$ cat config.mk
export PLATFORM = sky130hd
export DESIGN_NAME = stack_alu_rpn_sequencer
export DESIGN_NICKNAME = d
export VERILOG_FILES = /design/src/rtl/stack_alu_pkg.sv /design/src/rtl/stack_seq_watchdog.sv /design/src/rtl/stack_alu_rpn_sequencer.sv
export SDC_FILE = /design/constraint.sdc
export NUM_CORES = 1
export LEC_CHECK = 0
export BUFFER_PORTS_ARGS = -buffer_cell sky130_fd_sc_hd__buf_2
export CAP_MARGIN = 20
export CORE_UTILIZATION = 25
export DETAILED_ROUTE_END_ITERATION = 10
export SLEW_MARGIN = 0
export SYNTH_ARGS = -nofsm -noshare
export SYNTH_HDL_FRONTEND = slang
export SYNTH_HIERARCHICAL = 1
export SYNTH_SLANG_ARGS = --single-unit
$ cat constraint.sdc
create_clock -name clk -period 2.7 [get_ports clk]
set_input_delay 0.675 -clock clk [delete_from_list [all_inputs] [get_ports clk]]
set_output_delay 0.675 -clock clk [all_outputs]
set_load 0.01 [all_outputs]
$ cat src/rtl/stack_alu_pkg.sv
// -----------------------------------------------------------------------------
// stack_alu_pkg
// Shared definitions for the stack-based ALU, its RPN sequencer and their
// benches: ALU opcode encodings, the sequencer state encoding, and the helper
// that sizes the shadow depth counter for a given stack capacity.
// -----------------------------------------------------------------------------
package stack_alu_pkg;

    // ALU opcodes (3 bits). NOP is driven whenever no operation is requested.
    localparam logic [2:0] OP_NOP  = 3'b000;
    localparam logic [2:0] OP_ADD  = 3'b100;
    localparam logic [2:0] OP_MUL  = 3'b101;
    localparam logic [2:0] OP_PUSH = 3'b110;
    localparam logic [2:0] OP_POP  = 3'b111;

    // Sequencer states. S_IDLE is encoded as zero so the debug state output
    // reads 0 while reset is asserted, like every other output.
    typedef enum logic [2:0] {
        S_IDLE     = 3'd0,  // accepting a token
        S_ISSUE    = 3'd1,  // one-cycle ALU strobe for the latched token
        S_WAIT     = 3'd2,  // waiting for alu_success of PUSH/ADD/MUL
        S_POP      = 3'd3,  // first pop of the result (or skip if empty)
        S_POP_WAIT = 3'd4,  // waiting for alu_success of a POP
        S_DRAIN    = 3'd5,  // further pops that discard leftover entries
        S_DONE     = 3'd6   // result presented until res_ready
    } seq_state_e;

    // Width of a counter that must hold values 0..max_size inclusive.
    function automatic int depth_width(input int max_size);
        return $clog2(max_size + 1);
    endfunction

endpackage

$ cat src/rtl/stack_seq_watchdog.sv
// -----------------------------------------------------------------------------
// stack_seq_watchdog
// Counts the cycles the sequencer spends waiting for alu_success and flags
// when TIMEOUT consecutive waiting cycles pass without it. Only instantiated
// by stack_alu_rpn_sequencer when STACK_SEQ_TIMEOUT_EN is defined.
//
// Parameters:
//   TIMEOUT    number of waiting cycles allowed before expired_o fires (>= 1)
// Ports:
//   clk        in   clock, rising edge
//   rst        in   asynchronous active-low reset
//   clear_i    in   restart the count (asserted while an op is being issued)
//   start_i    in   count this cycle (asserted while waiting for the ALU)
//   expired_o  out  this is the TIMEOUT-th waiting cycle without success
// -----------------------------------------------------------------------------
module stack_seq_watchdog #(
    parameter int TIMEOUT = 16
) (
    input  logic clk,
    input  logic rst,
    input  logic clear_i,
    input  logic start_i,
    output logic expired_o
);

    localparam int CW = $clog2(TIMEOUT + 1);

    logic [CW-1:0] cnt_q;
    logic [CW-1:0] cnt_d;

    // The count equals the number of waiting cycles already elapsed, so the
    // TIMEOUT-th waiting cycle is the one that sees TIMEOUT-1.
    assign expired_o = start_i && (cnt_q == CW'(TIMEOUT - 1));

    always_comb begin
        cnt_d = cnt_q;
        if (clear_i) begin
            cnt_d = '0;
        end else if (start_i && !expired_o) begin
            cnt_d = cnt_q + CW'(1);
        end
    end

    always_ff @(posedge clk or negedge rst) begin
        if (!rst) begin
            cnt_q <= '0;
        end else begin
            cnt_q <= cnt_d;
        end
    end

endmodule

$ cat src/rtl/stack_alu_rpn_sequencer.sv
// -----------------------------------------------------------------------------
// stack_alu_rpn_sequencer
// Upstream feeder for the stack-based ALU. Accepts an RPN token stream
// (signed operands, ADD, MUL) and turns every token into a single-cycle ALU
// opcode strobe, waiting for alu_success after each. At the end of an
// expression it pops the result, drains any leftover entries and presents
// result, sticky overflow and error. A shadow depth count guarantees the ALU
// stack is never underflowed or overfilled; all arithmetic happens in the ALU.
//
// Optional feature: define STACK_SEQ_TIMEOUT_EN to bound every wait for
// alu_success to TIMEOUT cycles (stack_seq_watchdog). Without it the
// sequencer waits indefinitely.
//
// Parameters:
//   N         operand/result width (matches the ALU)
//   MAX_SIZE  ALU stack capacity (matches the ALU)
//   TIMEOUT   cycles allowed per ALU response (only with STACK_SEQ_TIMEOUT_EN)
// Ports:
//   clk, rst          clock (rising edge), asynchronous active-low reset
//   tok_valid/ready   token handshake; tok_is_op, tok_last, tok_data payload
//                     (operator code in tok_data[0]: 0=ADD, 1=MUL)
//   alu_opcode        ALU opcode, NOP when idle; alu_input_data valid with PUSH
//   alu_output_data, alu_overflow, alu_success   ALU responses
//   res_valid/ready   result handshake; res_data, res_overflow, res_error
//   dbg_state         current FSM state
//   dbg_depth         shadow ALU stack depth
//
// Handshakes: a transfer happens on a rising edge where valid and ready are
// both high. The producer holds valid and payload stable until the transfer;
// ready never depends on valid. tok_ready is high only in S_IDLE (and low
// while reset is asserted); res_valid is high only in S_DONE and the result
// stays stable until res_ready is seen.
// -----------------------------------------------------------------------------
module stack_alu_rpn_sequencer
    import stack_alu_pkg::*;
#(
    parameter int N        = 4,
    parameter int MAX_SIZE = 1024,
    parameter int TIMEOUT  = 16
) (
    input  logic                               clk,
    input  logic                               rst,
    input  logic                               tok_valid,
    output logic                               tok_ready,
    input  logic                               tok_is_op,
    input  logic                               tok_last,
    input  logic [N-1:0]                       tok_data,
    output logic [2:0]                         alu_opcode,
    output logic [N-1:0]                       alu_input_data,
    input  logic [N-1:0]                       alu_output_data,
    input  logic                               alu_overflow,
    input  logic                               alu_success,
    output logic                               res_valid,
    input  logic                               res_ready,
    output logic [N-1:0]                       res_data,
    output logic                               res_overflow,
    output logic                               res_error,
    output seq_state_e                         dbg_state,
    output logic [depth_width(MAX_SIZE)-1:0]   dbg_depth
);

    localparam int               DW        = depth_width(MAX_SIZE);
    localparam logic [DW-1:0]    DEPTH_MAX = DW'(MAX_SIZE);

    // ------------------------------------------------------------------
    // State
    // ------------------------------------------------------------------
    seq_state_e     state_q,     state_d;
    logic [DW-1:0]  depth_q,     depth_d;
    logic           tok_is_op_q, tok_is_op_d;
    logic           tok_last_q,  tok_last_d;
    logic [N-1:0]   tok_data_q,  tok_data_d;
    logic           err_q,       err_d;
    logic           ovf_q,       ovf_d;
    logic [N-1:0]   res_q,       res_d;
    logic           popped_q,    popped_d;   // first (result) pop completed

    logic           wd_clear;
    logic           wd_start;
    logic           wd_expired;

    logic           stack_full;
    logic           stack_short;
    logic           tok_rejected;

    assign stack_full   = (depth_q == DEPTH_MAX);
    assign stack_short  = (depth_q < DW'(2));
    // Once an error is recorded, the rest of the expression is consumed
    // without touching the ALU, so the drain sees a consistent stack.
    assign tok_rejected = err_q
                        || (!tok_is_op_q && stack_full)
                        || ( tok_is_op_q && stack_short);

    assign dbg_state = state_q;
    assign dbg_depth = depth_q;

    // ------------------------------------------------------------------
    // Response watchdog (optional)
    // ------------------------------------------------------------------
`ifdef STACK_SEQ_TIMEOUT_EN
    stack_seq_watchdog #(
        .TIMEOUT   (TIMEOUT)
    ) u_watchdog (
        .clk       (clk),
        .rst       (rst),
        .clear_i   (wd_clear),
        .start_i   (wd_start),
        .expired_o (wd_expired)
    );
`else
    assign wd_expired = 1'b0;
    logic unused_cfg;
    assign unused_cfg = ^{wd_clear, wd_start, TIMEOUT};
`endif

    // ------------------------------------------------------------------
    // Next state and outputs
    // ------------------------------------------------------------------
    always_comb begin
        state_d        = state_q;
        depth_d        = depth_q;
        tok_is_op_d    = tok_is_op_q;
        tok_last_d     = tok_last_q;
        tok_data_d     = tok_data_q;
        err_d          = err_q;
        ovf_d          = ovf_q;
        res_d          = res_q;
        popped_d       = popped_q;

        tok_ready      = 1'b0;
        alu_opcode     = OP_NOP;
        alu_input_data = '0;
        res_valid      = 1'b0;
        res_data       = '0;
        res_overflow   = 1'b0;
        res_error      = 1'b0;
        wd_clear       = 1'b0;
        wd_start       = 1'b0;

        case (state_q)
            S_IDLE: begin
                // Gated by rst so ready reads 0 while reset is held.
                tok_ready = rst;
                if (tok_valid) begin
                    tok_is_op_d = tok_is_op;
                    tok_last_d  = tok_last;
                    tok_data_d  = tok_data;
                    state_d     = S_ISSUE;
                end
            end

            S_ISSUE: begin
                wd_clear = 1'b1;
                if (tok_rejected) begin
                    err_d   = 1'b1;
                    state_d = tok_last_q ? S_POP : S_IDLE;
                end else begin
                    if (tok_is_op_q) begin
                        alu_opcode = tok_data_q[0] ? OP_MUL : OP_ADD;
                    end else begin
                        alu_opcode     = OP_PUSH;
                        alu_input_data = tok_data_q;
                    end
                    state_d = S_WAIT;
                end
            end

            S_WAIT: begin
                wd_start = 1'b1;
                if (alu_success) begin
                    // PUSH grows the stack by one; ADD/MUL take two, leave one.
                    depth_d = tok_is_op_q ? (depth_q - DW'(1)) : (depth_q + DW'(1));
                    ovf_d   = ovf_q | alu_overflow;
                    state_d = tok_last_q ? S_POP : S_IDLE;
                end else if (wd_expired) begin
                    // No response: the op is treated as not having happened.
                    err_d   = 1'b1;
                    state_d = tok_last_q ? S_POP : S_IDLE;
                end
            end

            S_POP: begin
                wd_clear = 1'b1;
                // A well-formed expression leaves exactly one entry.
                if (depth_q != DW'(1)) begin
                    err_d = 1'b1;
                end
                if (depth_q == '0) begin
                    state_d = S_DONE;
                end else begin
                    alu_opcode = OP_POP;
                    state_d    = S_POP_WAIT;
                end
            end

            S_POP_WAIT: begin
                wd_start = 1'b1;
                if (alu_success) begin
                    depth_d  = depth_q - DW'(1);
                    popped_d = 1'b1;
                    if (!popped_q) begin
                        res_d = alu_output_data;
                    end
                    state_d = (depth_q == DW'(1)) ? S_DONE : S_DRAIN;
                end else if (wd_expired) begin
                    // Depth is left as is; retrying an unresponsive ALU
                    // would never finish, so the result is reported now.
                    err_d   = 1'b1;
                    state_d = S_DONE;
                end
            end

            S_DRAIN: begin
                wd_clear   = 1'b1;
                alu_opcode = OP_POP;
                state_d    = S_POP_WAIT;
            end

            S_DONE: begin
                res_valid    = 1'b1;
                res_data     = err_q ? '0 : res_q;
                res_overflow = ovf_q;
                res_error    = err_q;
                if (res_ready) begin
                    err_d    = 1'b0;
                    ovf_d    = 1'b0;
                    res_d    = '0;
                    popped_d = 1'b0;
                    state_d  = S_IDLE;
                end
            end

            default: begin
                state_d = S_IDLE;
            end
        endcase
    end

    // ------------------------------------------------------------------
    // Registers
    // ------------------------------------------------------------------
    always_ff @(posedge clk or negedge rst) begin
        if (!rst) begin
            state_q     <= S_IDLE;
            depth_q     <= '0;
            tok_is_op_q <= 1'b0;
            tok_last_q  <= 1'b0;
            tok_data_q  <= '0;
            err_q       <= 1'b0;
            ovf_q       <= 1'b0;
            res_q       <= '0;
            popped_q    <= 1'b0;
        end else begin
            state_q     <= state_d;
            depth_q     <= depth_d;
            tok_is_op_q <= tok_is_op_d;
            tok_last_q  <= tok_last_d;
            tok_data_q  <= tok_data_d;
            err_q       <= err_d;
            ovf_q       <= ovf_d;
            res_q       <= res_d;
            popped_q    <= popped_d;
        end
    end

endmodule
Yosys cells after proc, flatten, opt, wreduce, memory -nomap -nowiden
Index checks and enable logic that the tools add are counted.

Add/subtract/negate cells: 2. Magnitude comparators: 1. Eq/ne operators: 16. Mux-type cells: 39. Bitwise gates (word level): 1. Reductions and logical operators: 18.

Operator list (count): 2-to-1 mux 11 bit (3); 2-to-1 mux 4 bit (8); one-hot mux 11 bit (2 select lines) (1); one-hot mux 3 bit (7 select lines) (1); 2-to-1 mux 3 bit (6); != test 2 bit (second input constant) (7); AND reduction 4 bit (3); adder 11 x 1 -> 11 bit (second input constant) (1); equality test 11 x 1 -> 1 bit (second input constant) (1); equality test 11 bit (second input constant) (1); logical NOT 11 bit (1); < comparator 11 x 2 -> 1 bit (second input constant) (1); != test 11 x 1 -> 1 bit (second input constant) (1); subtractor 11 x 1 -> 11 bit (second input constant) (1); 2-to-1 mux 1 bit (10); 2-to-1 mux 2 bit (5); equality test 3 bit (second input constant) (3); one-hot mux 3 bit (3 select lines) (1); AND reduction 3 bit (3); one-hot mux 4 bit (2 select lines) (1); equality test 3 x 2 -> 1 bit (second input constant) (2); nonzero test 2 bit (3); one-hot mux 1 bit (2 select lines) (2); equality test 3 x 1 -> 1 bit (second input constant) (1); 8 further kinds (10).

Bits in registers: 27. Bits of input ports: 16. Output and inout bits: 29. Word-level logic and storage cells: 86.

Logic depth before layout (Yosys ltp)
Gate-level depths: netlist of the first run.

Depth in word-level cells: 6. Gate-level depth with buffers: 7. Gate-level depth less buffers: 6.

Worst setup path before layout of the first run
OpenSTA, ideal clock, no wires.

Kind: reg-to-output. Start point: register depth_q[2], in the netlist dbg_depth[2]. End point: output port alu_opcode[2]. Arrival time: 1683 ps. Required time: 2025 ps. Slack: 342 ps. Stages on the path, launching flop included: 6. Buffers on the path: 1. Path through: dfrtp_1 buf_4 or4_4 nor3b_2 a31oi_1 o21a_1.

Longest elaborated chain between the ends: 6. Elaborated cells on any way between the ends: 10. Classes of those cells: 1 x order compare; 1 x eq/ne; 3 x mux; 5 x reduce/logical.

Ends and longest elaborated chain: start: declaration (RTL line stack_alu_rpn_sequencer.sv:69) `logic [DW-1:0] depth_q, depth_d;`; start signal: assignment (RTL line stack_alu_rpn_sequencer.sv:255) `depth_q <= depth_d;`; parallel branches: the longest is 5 deep, another holds < comparator 11 x 2 -> 1 bit; one-hot mux 3 bit (3 select lines) * (RTL line stack_alu_rpn_sequencer.sv:140) `case (state_q)`; end: declaration (RTL line stack_alu_rpn_sequencer.sv:48) `output logic [2:0] alu_opcode,`.

Every way passes the cells marked *.

Worst setup path in the final report of the first run
Same ends and word-level chain as after synthesis.

==> flow_summary.toml, run 1 <==
[clocking]
clk_pin_slew_ns = 0.10
cts_tree = "built"
cts_root_buffer = "clkbuf_8"
holdBufCountCts = 0
cts_buffers = 3
worstSkewPairLatency_ns = 0.27
clockBufferDepth = 2
clock_sinks = 27
ctsHtreeMaxLevel = 1

[floorplan]
die_h_um = 85.0
io-pin-count = 45
die_x_um = 85.0
die-area_um2 = 7230
initial_core_util = 0.265
core_um2 = 6490
rows = 29

[global_route]
track_usage = 0.129
antenna_found_initial = 0
overflow = 0
grt_pass1_wl_mm = 7.50
grt_max_degree = 28
grt_pass1_vias = 1513

[layout]
drive_gt1_frac = 0.337
fill_cells = 696
fin_util = 0.339
n_antenna_cell = 0
nets = 267
design_area_um2 = 2200
syn_to_final_growth_pct = 27.6

[synth]
yosysSeqAreaShare = 0.392
synthesis.area_um2 = 1720
synth_warnings = 6
synthFlopType = "dfrtp_1"
synth_nets = 217
syn_inst = 197
avgSynthCellArea_um2 = 8.75
synth_edf_count = 0
synth.distinct_cells = 46
async_flop_share = 1.00
ys_ff_latch = 27

[status]
status = "finished with violations"
violations = "setup timing"

[placed_design]
port_buffers = 44
placed_area_um2 = 2050
dpl.hpwl_mm = 3.30
place_congestion = 0.810

[worst_setup_path]
rr_endpoint = "dbg_depth[7]$_DFFE_PN0P_"
worstPathCellList = "or4_4 > nor3b_4 > a31oi_4 > o21a_1 > buf_2"
path_buf_inv = 1
worstPathRequired_ns = 2.03
critPathMaxStageDelay_ns = 0.58
cp_max_fo = 4
r2r_slack_ns = 0.68
crit_family = "simple AND/OR/NAND/NOR gates"
arrival_ns = 2.05
reg2reg_depth = 6
crit_path_end = "alu_opcode[2]"
slowest_stage = "or4_4"
r2r-start = "dbg_state[2]$_DFFE_PN0P_"
crit_cells = 5
cp-start-kind = "flop"
startpoint = "dbg_depth[2]$_DFFE_PN0P_"
end_kind = "primary output"
worstSetupPathType = "flop to primary output"

[timing]
finalHoldViolCount = 0
skew_ns = 0.00330
fmax_mhz = 367
fin_crit_sh = 1.01
slew_viol_final = 0
min_period_ns = 2.73
setup_viol = 2
slew-limit-headroom = 0.665
fin_ws_ns = -0.0273
rsz0062_at_grt = "yes"
worst_pin_slew_ns = 0.495

[route]
firstDrtPassIters = 4
viasPerCell = 5.01
wl_per_cell_um = 14.2
drtIter0Drc = 122
antenna_left = 0
drc = 0
dr_total_vias = 1617
routed_wl_mm = 4.59

[pwr]
p_leak_uw = 0.000989
ir_worst_vdd_uv = 311
finalPower_uw = 2420
power_per_cell_area_nw_per_um2 = 1100

[worst_hold_path]
hold_class = "primary input to asynchronous set/reset pin"

[run]
max-cap-violations = 0
-- power by group --
| part | leakage (µW) | total (µW) | switching (µW) | internal, µW |
|---|---|---|---|---|
| registers | 0.000316 | 803 | 209 | 593 |
| clock network | 0.0000228 | 238 | 132 | 106 |
| logic | 0.000651 | 1380 | 753 | 625 |
| total | 0.000989 | 2420 | 1090 | 1320 |
-- cell families after synthesis --
| family | synth area share |
|---|---|
| compound gates | 0.165 |
| xor+xnor | 0.0610 |
| fa+ha+maj | 0.0290 |
| buf+inv | 0.0552 |
| flops | 0.392 |
| mux | 0.0385 |
| simple gates | 0.259 |
-- area by class of cell --
type / count / area, µm² / area share
Clock buffer: 4 / 45.0 / 0.0205
Inverter: 8 / 30.0 / 0.0136
Multi-Input combinational cell: 148 / 1020 / 0.463
Sequential cell: 27 / 678 / 0.308
Tap cell: 77 / 96.3 / 0.0438
Timing Repair Buffer: 59 / 333 / 0.151
-- metal layers --
layer	vias up	share of wire	track usage
li1	789	-	-
met1	767	0.45	0.181
met2	52	0.49	0.206
met3	9	0.049	0.0224
met4	0	0.011	0.0277
met5	-	0	0
-- state kept, by name, summed over array words and instances (netlist names) --
name and flops:
tok_last_q 1, dbg_state 3, tok_is_op_q 1, ovf_q 1, err_q 1, res_q 4
tok_data_q 4, dbg_depth 11, popped_q 1
-- through the flow --
step	instances	hold WS [ns]	worst slack, ns	TNS [ns]
3_3_place_gp	314	0.485	0.210	0
6_report	323	0.454	-0.0273	-0.0368
3_5_place_dp	314	0.487	0.196	0
4_1_cts	322	0.456	-0.0171	-0.0200
2_1_floorplan	197	0.379	0.342	0
5_1_grt	323	0.458	-0.0859	-0.185
-- placed cells by master, fill, tap and decap left out, types with 2 or more instances in the layout --
| cell type | synthesis | final |
|---|---|---|
| and2_1 | 6 | 6 |
| or2_2 | 3 | 3 |
| mux2_2 | 5 | 5 |
| and3_1 | 3 | 3 |
| xor2_1 | 6 | 6 |
| nand2b_1 | 2 | 2 |
| clkbuf_8 | 0 | 3 |
| a21oi_1 | 8 | 8 |
| nor2b_1 | 5 | 5 |
| o21ai_1 | 2 | 2 |
| a31oi_1 | 6 | 4 |
| nand3_1 | 12 | 12 |
| o21ai_0 | 9 | 9 |
| nand2_1 | 17 | 17 |
| nor4_2 | 0 | 2 |
| inv_1 | 8 | 8 |
| nor3_1 | 11 | 10 |
| dfrtp_2 | 0 | 2 |
| dfrtp_1 | 27 | 25 |
| buf_4 | 1 | 15 |
| buf_2 | 1 | 44 |
| nor4_1 | 4 | 2 |
| ha_1 | 4 | 3 |
| xnor2_1 | 6 | 6 |
| a22o_1 | 4 | 4 |
| nor3b_1 | 3 | 3 |
| nor2_1 | 11 | 11 |
-- synth_stat cells (4+ instances only) --
master,n,area share
a21oi_1,8,0.023
a31oi_1,6,0.022
inv_1,8,0.017
a22o_1,4,0.020
mux2_2,5,0.033
and2_1,6,0.022
ha_1,4,0.029
xnor2_1,6,0.030
nand2_1,17,0.037
nor2b_1,5,0.018
nor4_1,4,0.015
xor2_1,6,0.030
nor3_1,11,0.032
dfrtp_1,27,0.39
nor2_1,11,0.024
nand3_1,12,0.035
clkbuf_1,10,0.022
o21ai_0,9,0.026
-- worst min path at each step --
stage,startpoint,end,slack (ns),cells past startpoint
floorplan,rst,dbg_depth[0]$_DFFE_PN0P_,0.38,0
CTS,rst,dbg_depth[7]$_DFFE_PN0P_,0.46,2
detailed placement,tok_data_q[1]$_DFFE_PN0P_,tok_data_q[1]$_DFFE_PN0P_,0.49,1
finish,rst,dbg_depth[7]$_DFFE_PN0P_,0.45,2
global placement,tok_data_q[1]$_DFFE_PN0P_,tok_data_q[1]$_DFFE_PN0P_,0.49,1
global route,rst,dbg_depth[7]$_DFFE_PN0P_,0.46,2
-- timing repair --
action / in CTS / in global routing
hold endpoints to repair: 0 / 0
setup buffers: 4 / 1
pin swaps: 4 / 3
setup endpoints to repair: 7 / 7
gates resized for setup: 5 / 8
(Power assumes the default switching activity.)
==> run 2: changes to the inputs <==
Settings changed: MAX_ROUTING_LAYER set to met4.
Clock period 2.7 ns to 3.55 ns, I/O delays scaled along.
==> run 2 against run 1 <==
  * The flow now finishes without violations
  * Utilization decreased by 2.3 points
  * Combinational power decreased by 38%
  * Worst setup slack improved by 0.51 ns
  * Sequential cell count unchanged
  * Global-route usage decreased by 0.31 points
  * Clock skew increased by 0.0072 ns
  * Routed wire length decreased by 6.6%
  * Die area unchanged
  * Clock power decreased by 24%
  * Critical endpoint is now alu_opcode[1]
  * Highest routed layer unchanged
==> flow_summary.toml, run 2 (synthesis results as in run 1) <==
[timing]
fin_crit_sh = 0.863
slew-limit-headroom = 0.508
min_period_ns = 3.06
setup_viol = 0
setup_tns_ns = 0
fmax_mhz = 326
slew_viol_final = 0
worst_pin_slew_ns = 0.736
rsz0062_at_grt = "no"
skew_ns = 0.0105
finalHoldViolCount = 0
hold_ws_ns = 0.510

[route]
routed_wl_mm = 4.29
firstDrtPassIters = 4
drtIter0Drc = 59
drc = 0
antenna_left = 0
viasPerCell = 4.96
wl_per_cell_um = 13.7
dr_total_vias = 1548

[status]
status = "complete, no violations"

[worst_setup_path]
crit_family = "simple AND/OR/NAND/NOR gates"
arrival_ns = 2.18
slowest_stage = "or4_4"
worstSetupPathType = "flop to primary output"
path_buf_inv = 1
cp-start-kind = "flop"
cp_max_fo = 8
end_kind = "primary output"
worstPathCellList = "or4_4 > nor3b_2 > a31oi_1 > a21o_1 > buf_2"
worstPathRequired_ns = 2.66
critPathMaxStageDelay_ns = 0.59

[global_route]
track_usage = 0.126
grt_pass1_vias = 1436
grt_use_met2 = 0.186
grt_use_met1 = 0.170
antenna_found_initial = 0
overflow = 0
busiest_layer = "met2"
grt_max_degree = 28
grt_use_met3 = 0.0263
grt_pass1_wl_mm = 7.02

[placed_design]
place_congestion = 0.866
port_buffers = 44
dpl.hpwl_mm = 3.19

[clocking]
clockBufferDepth = 2
post_cts_buffers = 0
worstSkewPairLatency_ns = 0.28
ctsResizeCount = 0
cts_root_buffer = "clkbuf_8"
cts_tree = "built"
clock_sinks = 27
cts_buffers = 3
ctsHtreeMaxLevel = 1
holdBufCountCts = 0
clk_pin_slew_ns = 0.10

[pwr]
ir_worst_vdd_uv = 320
p_leak_uw = 0.000922
power_per_cell_area_nw_per_um2 = 813

[floorplan]
die-area_um2 = 7230
die_h_um = 85.0
initial_core_util = 0.265
rows = 29
io-pin-count = 45
die_x_um = 85.0
core_um2 = 6490

[layout]
fill_cells = 694
final_common_cell = "buf_2"
n_antenna_cell = 0
final_cell_mix = "buf_2, dfrtp_1, nand2_1"
largest_register_ffs = 11
drive_gt1_frac = 0.272
nets = 256
syn_to_final_growth_pct = 19.0

[worst_hold_path]
hold_class = "flop to flop"

[run]
max-cap-violations = 0
-- run 2: cell count changes in the layout (fill, tap and decap cells not counted), sizes merged --
cell / change
buf: -11
clkbuf: -1
clkinv: +1
-- run 2: final timing paths --
check | slack, ns | endpoint | from | cells after the start
worst max-delay path | 0.49 | alu_opcode[1] | dbg_depth[3]$_DFFE_PN0P_ | 5
worst min-delay path | 0.51 | tok_data_q[1]$_DFFE_PN0P_ | tok_data_q[1]$_DFFE_PN0P_ | 1
worst max register to register | 1.53 | dbg_depth[9]$_DFFE_PN0P_ | dbg_state[2]$_DFFE_PN0P_ | 6
worst min register to register | 0.51 | tok_data_q[1]$_DFFE_PN0P_ | tok_data_q[1]$_DFFE_PN0P_ | 1
max in group asynchronous | 2.62 | ovf_q$_DFFE_PN0P_ | rst | 2
min in group asynchronous | 0.66 | dbg_depth[5]$_DFFE_PN0P_ | rst | 2
-- run 2: power breakdown --
part / internal [µW] / leakage (µW) / total [µW] / switching, µW
Clock: 78.8 / 0.0000255 / 180 / 102
Sequential: 448 / 0.000318 / 639 / 191
Combinational: 375 / 0.000579 / 849 / 474
Total: 902 / 0.000922 / 1670 / 766
-- run 2: metrics by stage --
stage | utilization | power (µW) | worst slack [ns] | std cells | cell area, µm²
after global placement | 0.309 | 1490 | 0.781 | 308 | 2010
after detailed placement | 0.309 | 1500 | 0.795 | 308 | 2010
after global routing | 0.316 | 1810 | 0.292 | 312 | 2050
after floorplan | - | 1240 | 0.979 | 197 | 1720
final | 0.316 | 1670 | 0.487 | 312 | 2050
after CTS | 0.316 | 1680 | 0.464 | 312 | 2050
-- run 2: area by class of cell --
class	instances	area (µm²)	area share
sequential	27	676	0.329
clock inverter	1	5.00	0.00244
clock buffer	3	41.3	0.0201
inverter	8	30.0	0.0146
multi-input combinational	148	953	0.465
timing repair buffer	48	250	0.122
tap	77	96.3	0.0470
-- run 2: per-layer routing --
layer / vias up / routed length, µm
met5: - / 0
met4: 0 / 58
met3: 6 / 225
met2: 35 / 1920
met1: 737 / 2080
li1: 770 / -
